## config.mk

```make
export PLATFORM = sky130hd
export DESIGN_NAME = ws2812b_receiver_flat
export DESIGN_NICKNAME = d
export VERILOG_FILES = /design/src/rtl/ws2812b_receiver_if.sv /design/src/rtl/ws2812b_receiver.sv /design/src/flat_wrapper.sv
export SDC_FILE = /design/constraint.sdc
export NUM_CORES = 1
export LEC_CHECK = 0
export CORE_MARGIN = 1
export CORE_UTILIZATION = 35
export DETAILED_ROUTE_END_ITERATION = 7
export GPL_TIMING_DRIVEN = 0
export SETUP_SLACK_MARGIN = 0.02
export SYNTH_ARGS = -nofsm -noshare
export SYNTH_HDL_FRONTEND = slang
export SYNTH_SLANG_ARGS = --single-unit
```

## constraint.sdc

```tcl
create_clock -name clk -period 7.2 [get_ports clk]
set_clock_uncertainty 0.1 [all_clocks]
set_input_delay 1.08 -clock clk [delete_from_list [all_inputs] [get_ports clk]]
set_output_delay 1.08 -clock clk [all_outputs]
set_load 0.1 [all_outputs]
```

## src/rtl/ws2812b_receiver_if.sv

```systemverilog
// ws2812b_receiver_if: pixel RAM write port and frame status produced by the WS2812B receiver.
interface ws2812b_receiver_if;
    logic [9:0]  ram_addr;
    logic [23:0] ram_data;
    logic        ram_we;
    logic        frame_done;
    logic [9:0]  pixel_count;
    logic        err;
    modport master (output ram_addr, ram_data, ram_we, frame_done, pixel_count, err);
    modport slave  (input  ram_addr, ram_data, ram_we, frame_done, pixel_count, err);
endinterface

```

## src/rtl/ws2812b_receiver.sv

```systemverilog
// ws2812b_receiver: decodes a WS2812B GRB bitstream into 24-bit pixel words written to RAM.
module ws2812b_receiver #(
    parameter int unsigned PIXELS       = 64,
    parameter int unsigned BIT_THRESH   = 12,
    parameter int unsigned MIN_HIGH     = 4,
    parameter int unsigned MAX_HIGH     = 24,
    parameter int unsigned MAX_LOW      = 40,
    parameter int unsigned RESET_CYCLES = 1000
) (
    input  logic               clk,
    input  logic               rst,
    input  logic               en_i,
    input  logic               din_i,
    ws2812b_receiver_if.master bus
);
    localparam logic [10:0] TH    = 11'(BIT_THRESH);
    localparam logic [10:0] MIN_H = 11'(MIN_HIGH);
    localparam logic [10:0] MAX_H = 11'(MAX_HIGH);
    localparam logic [10:0] MAX_L = 11'(MAX_LOW);
    localparam logic [10:0] RST_C = 11'(RESET_CYCLES);
    localparam logic [9:0]  PIX   = 10'(PIXELS);

    typedef enum logic [2:0] {ARM, IDLE, HIGH, LOW, LATCH} state_t;

    state_t      state_q, state_d;
    logic [2:0]  sync_q;
    logic [10:0] hi_q, hi_d, lo_q, lo_d;
    logic [4:0]  bit_q, bit_d;
    logic [9:0]  pix_q, pix_d, addr_q, addr_d, pcnt_q, pcnt_d;
    logic [23:0] shift_q, shift_d, data_q, data_d;
    logic        err_q, err_d, we_q, we_d, fd_q, fd_d;
    logic        lvl, rise, fall;

    function automatic logic [10:0] sat_inc(input logic [10:0] v);
        return &v ? v : v + 11'd1;
    endfunction

    // sync_q[1:0] is the synchronizer, sync_q[2] the previous synchronized level
    assign lvl  = sync_q[1];
    assign rise = sync_q[1] & ~sync_q[2];
    assign fall = ~sync_q[1] & sync_q[2];

    always_ff @(posedge clk or posedge rst) begin
        if (rst) begin
            state_q <= ARM;
            sync_q  <= '0;
            hi_q    <= '0;
            lo_q    <= '0;
            bit_q   <= '0;
            pix_q   <= '0;
            addr_q  <= '0;
            pcnt_q  <= '0;
            shift_q <= '0;
            data_q  <= '0;
            err_q   <= 1'b0;
            we_q    <= 1'b0;
            fd_q    <= 1'b0;
        end else begin
            state_q <= state_d;
            sync_q  <= {sync_q[1:0], din_i};
            hi_q    <= hi_d;
            lo_q    <= lo_d;
            bit_q   <= bit_d;
            pix_q   <= pix_d;
            addr_q  <= addr_d;
            pcnt_q  <= pcnt_d;
            shift_q <= shift_d;
            data_q  <= data_d;
            err_q   <= err_d;
            we_q    <= we_d;
            fd_q    <= fd_d;
        end
    end

    always_comb begin
        state_d = state_q;
        hi_d    = fall ? 11'd0 : (lvl ? sat_inc(hi_q) : hi_q);
        lo_d    = rise ? 11'd0 : (!lvl ? sat_inc(lo_q) : lo_q);
        bit_d   = bit_q;
        pix_d   = pix_q;
        addr_d  = addr_q;
        pcnt_d  = pcnt_q;
        shift_d = shift_q;
        data_d  = data_q;
        err_d   = err_q;
        we_d    = 1'b0;
        fd_d    = 1'b0;
        case (state_q)
            ARM: begin
                if (!lvl && lo_q >= RST_C) begin
                    state_d = IDLE;
                    bit_d   = '0;
                    pix_d   = '0;
                end
            end
            IDLE: state_d = rise ? HIGH : IDLE;
            HIGH: begin
                if (hi_q > MAX_H || (fall && hi_q < MIN_H)) begin
                    err_d   = 1'b1;
                    bit_d   = '0;
                    state_d = ARM;
                end else if (fall) begin
                    shift_d = {shift_q[22:0], hi_q >= TH};
                    state_d = LOW;
                    bit_d   = bit_q + 5'd1;
                    // Completed pixel: write it unless the frame is already full
                    if (bit_q == 5'd23) begin
                        bit_d = '0;
                        if (pix_q == PIX) begin
                            err_d = 1'b1;
                        end else begin
                            we_d   = 1'b1;
                            addr_d = pix_q;
                            data_d = shift_d;
                            pix_d  = pix_q + 10'd1;
                        end
                    end
                end
            end
            LOW: begin
                if (rise) begin
                    state_d = lo_q <= MAX_L ? HIGH : ARM;
                    err_d   = err_q | (lo_q > MAX_L);
                    bit_d   = lo_q <= MAX_L ? bit_q : 5'd0;
                end else if (lo_q >= RST_C) begin
                    state_d = LATCH;
                end
            end
            LATCH: begin
                err_d   = err_q | (bit_q != 5'd0);
                fd_d    = pix_q != 10'd0;
                pcnt_d  = pix_q != 10'd0 ? pix_q : pcnt_q;
                pix_d   = '0;
                bit_d   = '0;
                state_d = IDLE;
            end
            default: state_d = ARM;
        endcase
        if (!en_i) begin
            state_d = ARM;
            bit_d   = '0;
            pix_d   = '0;
            err_d   = 1'b0;
            we_d    = 1'b0;
            fd_d    = 1'b0;
        end
    end

    assign bus.ram_addr    = addr_q;
    assign bus.ram_data    = data_q;
    assign bus.ram_we      = we_q;
    assign bus.frame_done  = fd_q;
    assign bus.pixel_count = pcnt_q;
    assign bus.err         = err_q;
endmodule

```

## src/flat_wrapper.sv

```systemverilog
// flat-port wrapper written by rule: the top's interface ports become plain ports
module ws2812b_receiver_flat 
#(
    parameter int unsigned PIXELS       = 64,
    parameter int unsigned BIT_THRESH   = 12,
    parameter int unsigned MIN_HIGH     = 4,
    parameter int unsigned MAX_HIGH     = 24,
    parameter int unsigned MAX_LOW      = 40,
    parameter int unsigned RESET_CYCLES = 1000
)
  (clk, rst, en_i, din_i, bus_ram_addr, bus_ram_data, bus_ram_we, bus_frame_done, bus_pixel_count, bus_err);
  ws2812b_receiver_if bus_i ();
  input  logic clk;
  input  logic rst;
  input  logic en_i;
  input  logic din_i;
  output wire logic [$bits(bus_i.ram_addr)-1:0] bus_ram_addr;
  output wire logic [$bits(bus_i.ram_data)-1:0] bus_ram_data;
  output wire logic [$bits(bus_i.ram_we)-1:0] bus_ram_we;
  output wire logic [$bits(bus_i.frame_done)-1:0] bus_frame_done;
  output wire logic [$bits(bus_i.pixel_count)-1:0] bus_pixel_count;
  output wire logic [$bits(bus_i.err)-1:0] bus_err;
  assign bus_ram_addr = bus_i.ram_addr;
  assign bus_ram_data = bus_i.ram_data;
  assign bus_ram_we = bus_i.ram_we;
  assign bus_frame_done = bus_i.frame_done;
  assign bus_pixel_count = bus_i.pixel_count;
  assign bus_err = bus_i.err;
  ws2812b_receiver #(.PIXELS(PIXELS), .BIT_THRESH(BIT_THRESH), .MIN_HIGH(MIN_HIGH), .MAX_HIGH(MAX_HIGH), .MAX_LOW(MAX_LOW), .RESET_CYCLES(RESET_CYCLES)) u_core (.clk(clk), .rst(rst), .en_i(en_i), .din_i(din_i), .bus(bus_i));
endmodule
```

==> impl.org <==
** Finish
- In the final design database the tool counted 544 nets.
- The multi-input combinational cells in the finished layout cover a total of 2221 µm².
- Compared with the post-synthesis result, the final layout area differs by 26.85%.
- Of the cells placed in the final design, the portion with a size suffix greater than 1 is 0.1633.
- Flip-flop and latch area :: 2828 µm²
- The library cell used most frequently in the layout, excluding fill and tap cells, is sky130_fd_sc_hd__dfrtp_1.
- Fill cells in the final layout number 1,307.
- Util after Layout :: 0.4555
- Top library cells by usage in the layout, fill and taps aside :: 113 x sky130_fd_sc_hd__dfrtp_1, 53 x sky130_fd_sc_hd__nand2_1, 50 x sky130_fd_sc_hd__clkdlybuf4s50_1
- N_diodes :: 0

** Routing
- After detailed routing, the number of vias per cell comes to 5.150.
- Detailed Route Iter0 Violations :: 224
- The final layout contains routed wiring with a total length of 10,580 µm.
- DR DRC count :: 0
- The detailed router placed 3,754 vias in this run.
- The first TritonRoute pass finished after 4 iterations.
- The count of nets left with antenna violations once routing finished came out at 0.
- Dividing the detail-routed wire length by the instance count gives 14.52 µm.

** Outcome
- Status :: complete, no violations

** Setup path
- Together, buffers and inverters on the worst path number 1.
- Maximum single-stage delay on the critical path :: 1.15 ns
- Startpoint type of the worst setup path :: flip-flop
- Startpoint-to-endpoint class of the critical path :: reg -> out
- At the worst endpoint, the arrival time is 1.94 ns.
- Critical Path Slowest Stage Cell :: sky130_fd_sc_hd__clkdlybuf4s50_1
- Broken down by cell family, the worst path's largest delay share belongs to buffers and inverters.
- Crit-path cells :: clkdlybuf4s50_1
- Of all nets on the critical path, the largest fanout is 2.
- STA classifies the critical path endpoint as an output pin.
- For the worst setup path, the data required time is 6.02 ns.

** Timing
- Normalized max-slew margin :: 0.3251
- Achievable clock frequency :: 320.4 MHz
- The final hold violation count is 0.
- Post-layout minimum cycle time :: 3.121 ns
- Count of pins over their slew limit :: 0
- After routing, the total negative slack on setup checks comes to 0 ns.
- Final number of setup-violating endpoints :: 0
- Dividing the final minimum period by the clock period gives 0.4334.
- For the pin with the worst max-slew slack, the measured transition is 1.005 ns.
- Unrepaired setup endpoints after global routing :: false

** Place
- The wire-length estimate of the detail-placed layout is 7302 µm.
- In this run the tool buffered the top-level ports with 50 buffer cells.
- Weighted congestion reported at the end of routability-driven placement :: 0.8336

** Pwr
- The share of total power dissipated in sequential elements is 0.408.
- Of the total power, the clock network draws 0.538.
- IR analysis of the VDD net gives a maximum drop of 0.0001631 V.
- Power spread over the standard cell area amounts to 244.6 nW/µm².
- The internal portion of the total power is 1249 µW.
- Part of the power in combinational logic :: 0.054
- Proportion of total power due to net switching :: 0.2287
- For this design the static power due to leakage is 0.003089 µW.
- Summed over all nets, the switching power comes to 370.3 µW.

** CTS
- Clock-pin slew was measured on the worst setup and hold paths at 0.05 ns.
- Clock tree sinks :: 113
- CTS hold repair buffers :: 0
- CTS H-tree lvls :: 4
- Total of cells resized after clock tree synthesis :: 0
- Number of post-CTS setup repair buffers :: 0
- Clk Latency, worst-skew pair :: 0.42 ns
- CTS max path bufs :: 2
- TritonCTS buffer count :: 17
- CTS Root Cell :: sky130_fd_sc_hd__clkbuf_16
- TritonCTS clock tree :: yes

** GRT
- For this run the aggregate overflow at the end of global routing stands at 0.
- First-pass GRT wire length :: 18,210 µm
- For met2 alone, demand over resource in global routing was 0.2414.
- For this run, global-route usage on met1 was measured as 0.1922.
- Most Used Layer, Global Route :: met2
- Number of antenna violations at the first check in global routing :: 0
- Entering global routing, the biggest net connects 59 pins.
- In the global route stage, met3 resource usage came out at 0.04945.
- The number of global-route vias before repair is 3,806.
- In the global route stage, overall resource usage came out at 0.1558.

** Yosys
- The cell area that synthesis handed to floorplanning was 5219 µm².
- The number of different library cells used by synthesis comes to 58.
- Post-synthesis average cell area :: 11.32 µm²
- Among all flip-flop cells after synthesis, the most frequent one is sky130_fd_sc_hd__dfrtp_1.
- The biggest area contributor in the post-synthesis netlist is sky130_fd_sc_hd__dfrtp_1.
- After synthesis, the cell types taking the most area are sky130_fd_sc_hd__dfrtp_1 54%, sky130_fd_sc_hd__mux2_2 6.0%, sky130_fd_sc_hd__mux2_1 5.0%.
- The number of nets in the synthesized netlist is 473.
- Post-Syn Instances :: 461
- For this run, the register share of the synthesized area comes to 0.5418.
- Register bit count reported by yosys :: 113
- Count of flip-flops with a built-in enable after synthesis :: 0
- Fraction of registers with async set or reset after synthesis :: 1.000
- Yosys printed 0 warnings.
- Of the post-synthesis cell area, the dominant cell type holds 0.5418.

** Die
- Die area :: 15,400 µm²
- After floorplanning, the core was sized to cover 14,530 µm².
- Die height :: 124.1 µm
- The floorplan has 44 rows.
- The die is 124.1 µm wide.
- During I/O placement, the number of pins put on the boundary was 51.
- Initial core utilization :: 0.3591

** Worst hold path
- Classification of the worst-slack hold path :: reg -> reg

** Job
- Max-capacitance violation count :: 0
[layout make-up]
cell class	instances	share of cell area
plain buffers	18	0.01436
well taps	184	0.03478
repair buffers	52	0.08278
clock inverters	12	0.02325
multi-input cells	310	0.3355
clock buffers	20	0.07050
inverters	20	0.01172
flip-flops and latches	113	0.4271
[synthesized netlist by cell type, drive strengths merged, types with 7 or more instances]
library cell  count
mux2             61
and3             10
nor4             11
a21oi            12
nand2            53
buf               7
nand3            22
nor2             24
clkbuf           11
nor3              8
ha                8
inv              20
o21ai            23
dfrtp           113
[worst paths after layout]
path / startpoint / end / slack [ns] / depth (start not counted)
worst max register to register: u_core.hi_q[2] / u_core.bus.ram_data[18] / 4.58 / 7
min in group asynchronous: rst / u_core.bus.ram_data[3] / 0.85 / 2
worst min-delay path: u_core.sync_q[0] / u_core.sync_q[1] / 0.25 / 0
max in group asynchronous: rst / u_core.bus.ram_addr[3] / 5.36 / 4
worst max-delay path: u_core.bus.err / bus_err / 4.08 / 1
worst min register to register: u_core.sync_q[0] / u_core.sync_q[1] / 0.25 / 0
[flip-flops by register name, summed over array words and instances, names as in the netlist]
signal and cells:
u_core.state_q 3, u_core.bus.err 1, u_core.shift_q 23, u_core.hi_q 11, u_core.lo_q 11, u_core.bus.frame_done 1
u_core.bus.ram_we 1, u_core.bus.ram_data 24, u_core.bus.ram_addr 10, u_core.sync_q 3, u_core.pix_q 10, u_core.bit_q 5
u_core.bus.pixel_count 10
[stage by stage]
stage	cells	hold slack, ns	setup slack (ns)	instance area [µm²]	total power (µW)
finish	729	0.2460	4.079	6620	1619
floorplan	461	0.2312	3.033	5219	732.9
detailed placement	697	0.2370	3.895	6000	759.9
CTS	729	0.2487	4.042	6620	1637
global route	729	0.2562	4.028	6620	1679
global placement	695	0.2331	1.388	5949	753.9
[power groups by stage]
| stage | clock network, µW | registers [µW] | logic [µW] |
|---|---|---|---|
| 3_3_place_gp | 0 | 672 | 82.3 |
| 3_5_place_dp | 0 | 672 | 88.1 |
| 5_1_grt | 915 | 663 | 100 |
| 6_report | 871 | 661 | 87.0 |
| 4_1_cts | 887 | 661 | 88.7 |
| 2_1_floorplan | 0 | 671 | 61.5 |
[per-layer routing]
metal  routed length, µm  share of wire  up-vias
li1                    -              -     1810
met1                4817           0.46     1845
met2                5084           0.48       82
met3                 445          0.042       17
met4                 236          0.022        0
met5                   0              0        -
[cell families (layout without fill, tap and decap cells)]
| logic type | after synthesis | in the layout | share of synthesized area |
|---|---|---|---|
| flops | 113 | 113 | 0.5418 |
| buf+inv | 38 | 122 | 0.03261 |
| fa+ha+maj | 8 | 8 | 0.01918 |
| compound gates | 70 | 70 | 0.09111 |
| mux | 65 | 65 | 0.1465 |
| xor+xnor | 5 | 5 | 0.008391 |
| simple gates | 162 | 162 | 0.1604 |
Note: power is estimated with default switching activity, not from simulation.
==> edit (config.mk and constraints unchanged) <==
Make the reset (`rst`) synchronous in one clocked block.
--- a/src/rtl/ws2812b_receiver.sv
+++ b/src/rtl/ws2812b_receiver.sv
@@ -40,7 +40,7 @@
     assign rise = sync_q[1] & ~sync_q[2];
     assign fall = ~sync_q[1] & sync_q[2];
 
-    always_ff @(posedge clk or posedge rst) begin
+    always_ff @(posedge clk) begin
         if (rst) begin
             state_q <= ARM;
             sync_q  <= '0;
Check against the original RTL: no difference found for any inputs over 10 cycles, from zero or initial values and one cycle with rst high; that may be too few to reach the edited logic, so the function may still have changed.
==> edit against the original RTL <==
- first-iteration DRC count grew 2.7%
- highest routed layer unchanged
- critical endpoint is now bus_ram_data[1]
- area after synthesis shrank 11%
- sequential cell count is the same
- setup slack gained 0.020 ns
- design area shrank 9.4%
- routed wire length shrank 0.87%
Power is not compared: it rests on default switching activity, and its combinational part moved more than twofold at a synthesized area within 25%.
==> edit: results (changes against the original RTL) <==
Run status: finished clean
P_sw: 0.2988 mW
Pin count of the biggest net entering global routing: 17 (-71%)
1st-iter DRT viols: 230 (+2.7%)
Syn avg cell area: 8.171 um2 (-28%)
Async SR Flop Fraction: 0% (-100 points)
Critical-path maximum fanout: 2 (unchanged)
Final GP Congestion: 0.8063 (-3.3%)
Max FFs per register: 24 (unchanged)
Antenna cells: 0 (unchanged)
Gr usage total: 15.99% (+0.41 points)
HP Class: reg -> reg
Register clock-pin slew on the reported worst setup and hold paths: 0.05 ns (about the same)
CTS buffer count: 17 (unchanged)
First-pass GRT wire length: 17,930 um (-1.6%)
Maximum root-to-sink buffer count: 2 (unchanged)
Post-CTS Setup Repair Bufs: 0 (unchanged)
Post-synth top cells: nand2_1 (147), dfxtp_1 (113), a21oi_1 (78)
Vias: 3,964 (+5.6%)
Fill cells: 1,225 (-6.3%)
CTS Root Buffer Type: clkbuf_16
Vias in the first global route: 3,791 (-0.39%)
Critical path's top delay family: buffers and inverters
Residual DRC: 0 (unchanged)
Fin cells: 824 (+13%)
Post-CTS Resized: 0 (unchanged)
Worst slew margin relative to its limit: 31.17% (-1.3 points)
Detail Placement HPWL: 7405 um (+1.4%)
Area contributors post-synth: dfxtp_1 (48%), nand2_1 (12%), a21oi_1 (8.4%), nor2_1 (4.3%), ha_1 (2.1%)
PortBufs: 50 (unchanged)
Arrival time of the worst setup path: 1.92 ns (-0.02 ns)
Max VDD drop: 0.0001426 V
Netlist cell types: 58 (unchanged)
DP Worst Slack: 4.169 ns (+0.2739 ns)
H-tree levels: 4 (unchanged)
Dpl cell area: 0.005381 mm2 (-10%)
Slowest CP cell: clkdlybuf4s50_1
Post-route cell area: 0.005996 mm2 (-9.4%)
Sequential-to-total area share from yosys stat: 48.48% (-5.7 points)
Layout cells sized above 1: 8.896% (-7.4 points)
Post-Synthesis Net Count: 583 (+23%)
Synth Cell Area: 0.004666 mm2 (-11%)
Initial antenna violation count: 0 (unchanged)
YS warnings: 0 (unchanged)
Crit-path max cell delay: 1.18 ns (+0.03 ns)
Cell leakage power: 2.041 nW
Final nets: 652 (+20%)
Cell count after placement: 793 (+14%)
TritonRoute pass-1 iters: 4 (unchanged)
Clock Latency Late Sink: 0.41 ns
Total wire length: 10,490 um (-0.87%)
==> edit: layout make-up <==
cell class / count / area share (%)
Clock inverter: 9 / 2.170
Timing Repair Buffer: 50 / 8.347
Inverter: 11 / 0.6886
Multi-Input combinational cell: 416 / 37.12
Sequential cell: 113 / 37.73
Clock buffer: 22 / 8.076
Tap cell: 172 / 3.589
Buffer: 31 / 2.275
==> edit: kinds of logic after synthesis <==
kind of cell	share of synthesized area, %
adder cells (fa/ha/maj)	2.145
multiplexers	0.6436
flip-flops	48.48
buffers and inverters	3.808
AND/OR/NAND/NOR	26.36
AO/OA/AOI/OAI	14.62
XOR/XNOR	3.942
==> edit: power groups by stage <==
stage                     sequential (mW)  combinational, mW  clock [mW]
after floorplan                     0.643             0.0184           0
after global placement              0.644             0.0268           0
after detailed placement            0.644             0.0270           0
after CTS                           0.631             0.0271       0.870
after global routing                0.631             0.0305       0.900
final                               0.631             0.0266       0.855
==> edit: final timing paths <==
kind	cells past startpoint	end	slack (ns)	startpoint
worst min register to register	2	u_core.bus.ram_data[8]	0.35	u_core.bus.ram_data[8]
worst min-delay path	2	u_core.bus.ram_data[8]	0.35	u_core.bus.ram_data[8]
worst max register to register	9	u_core.bus.ram_addr[5]	4.71	u_core.pix_q[0]
worst max-delay path	1	bus_ram_data[1]	4.10	u_core.bus.ram_data[1]
==> edit: routing by layer <==
metal,share of wire [%],wire [um],GRT usage (%),up-vias
met5,0,0,0,-
li1,-,-,-,2072
met2,47,4940,26.66,93
met1,48,4993,19.89,1784
met3,3.7,387,3.149,15
met4,1.6,170,7.292,0
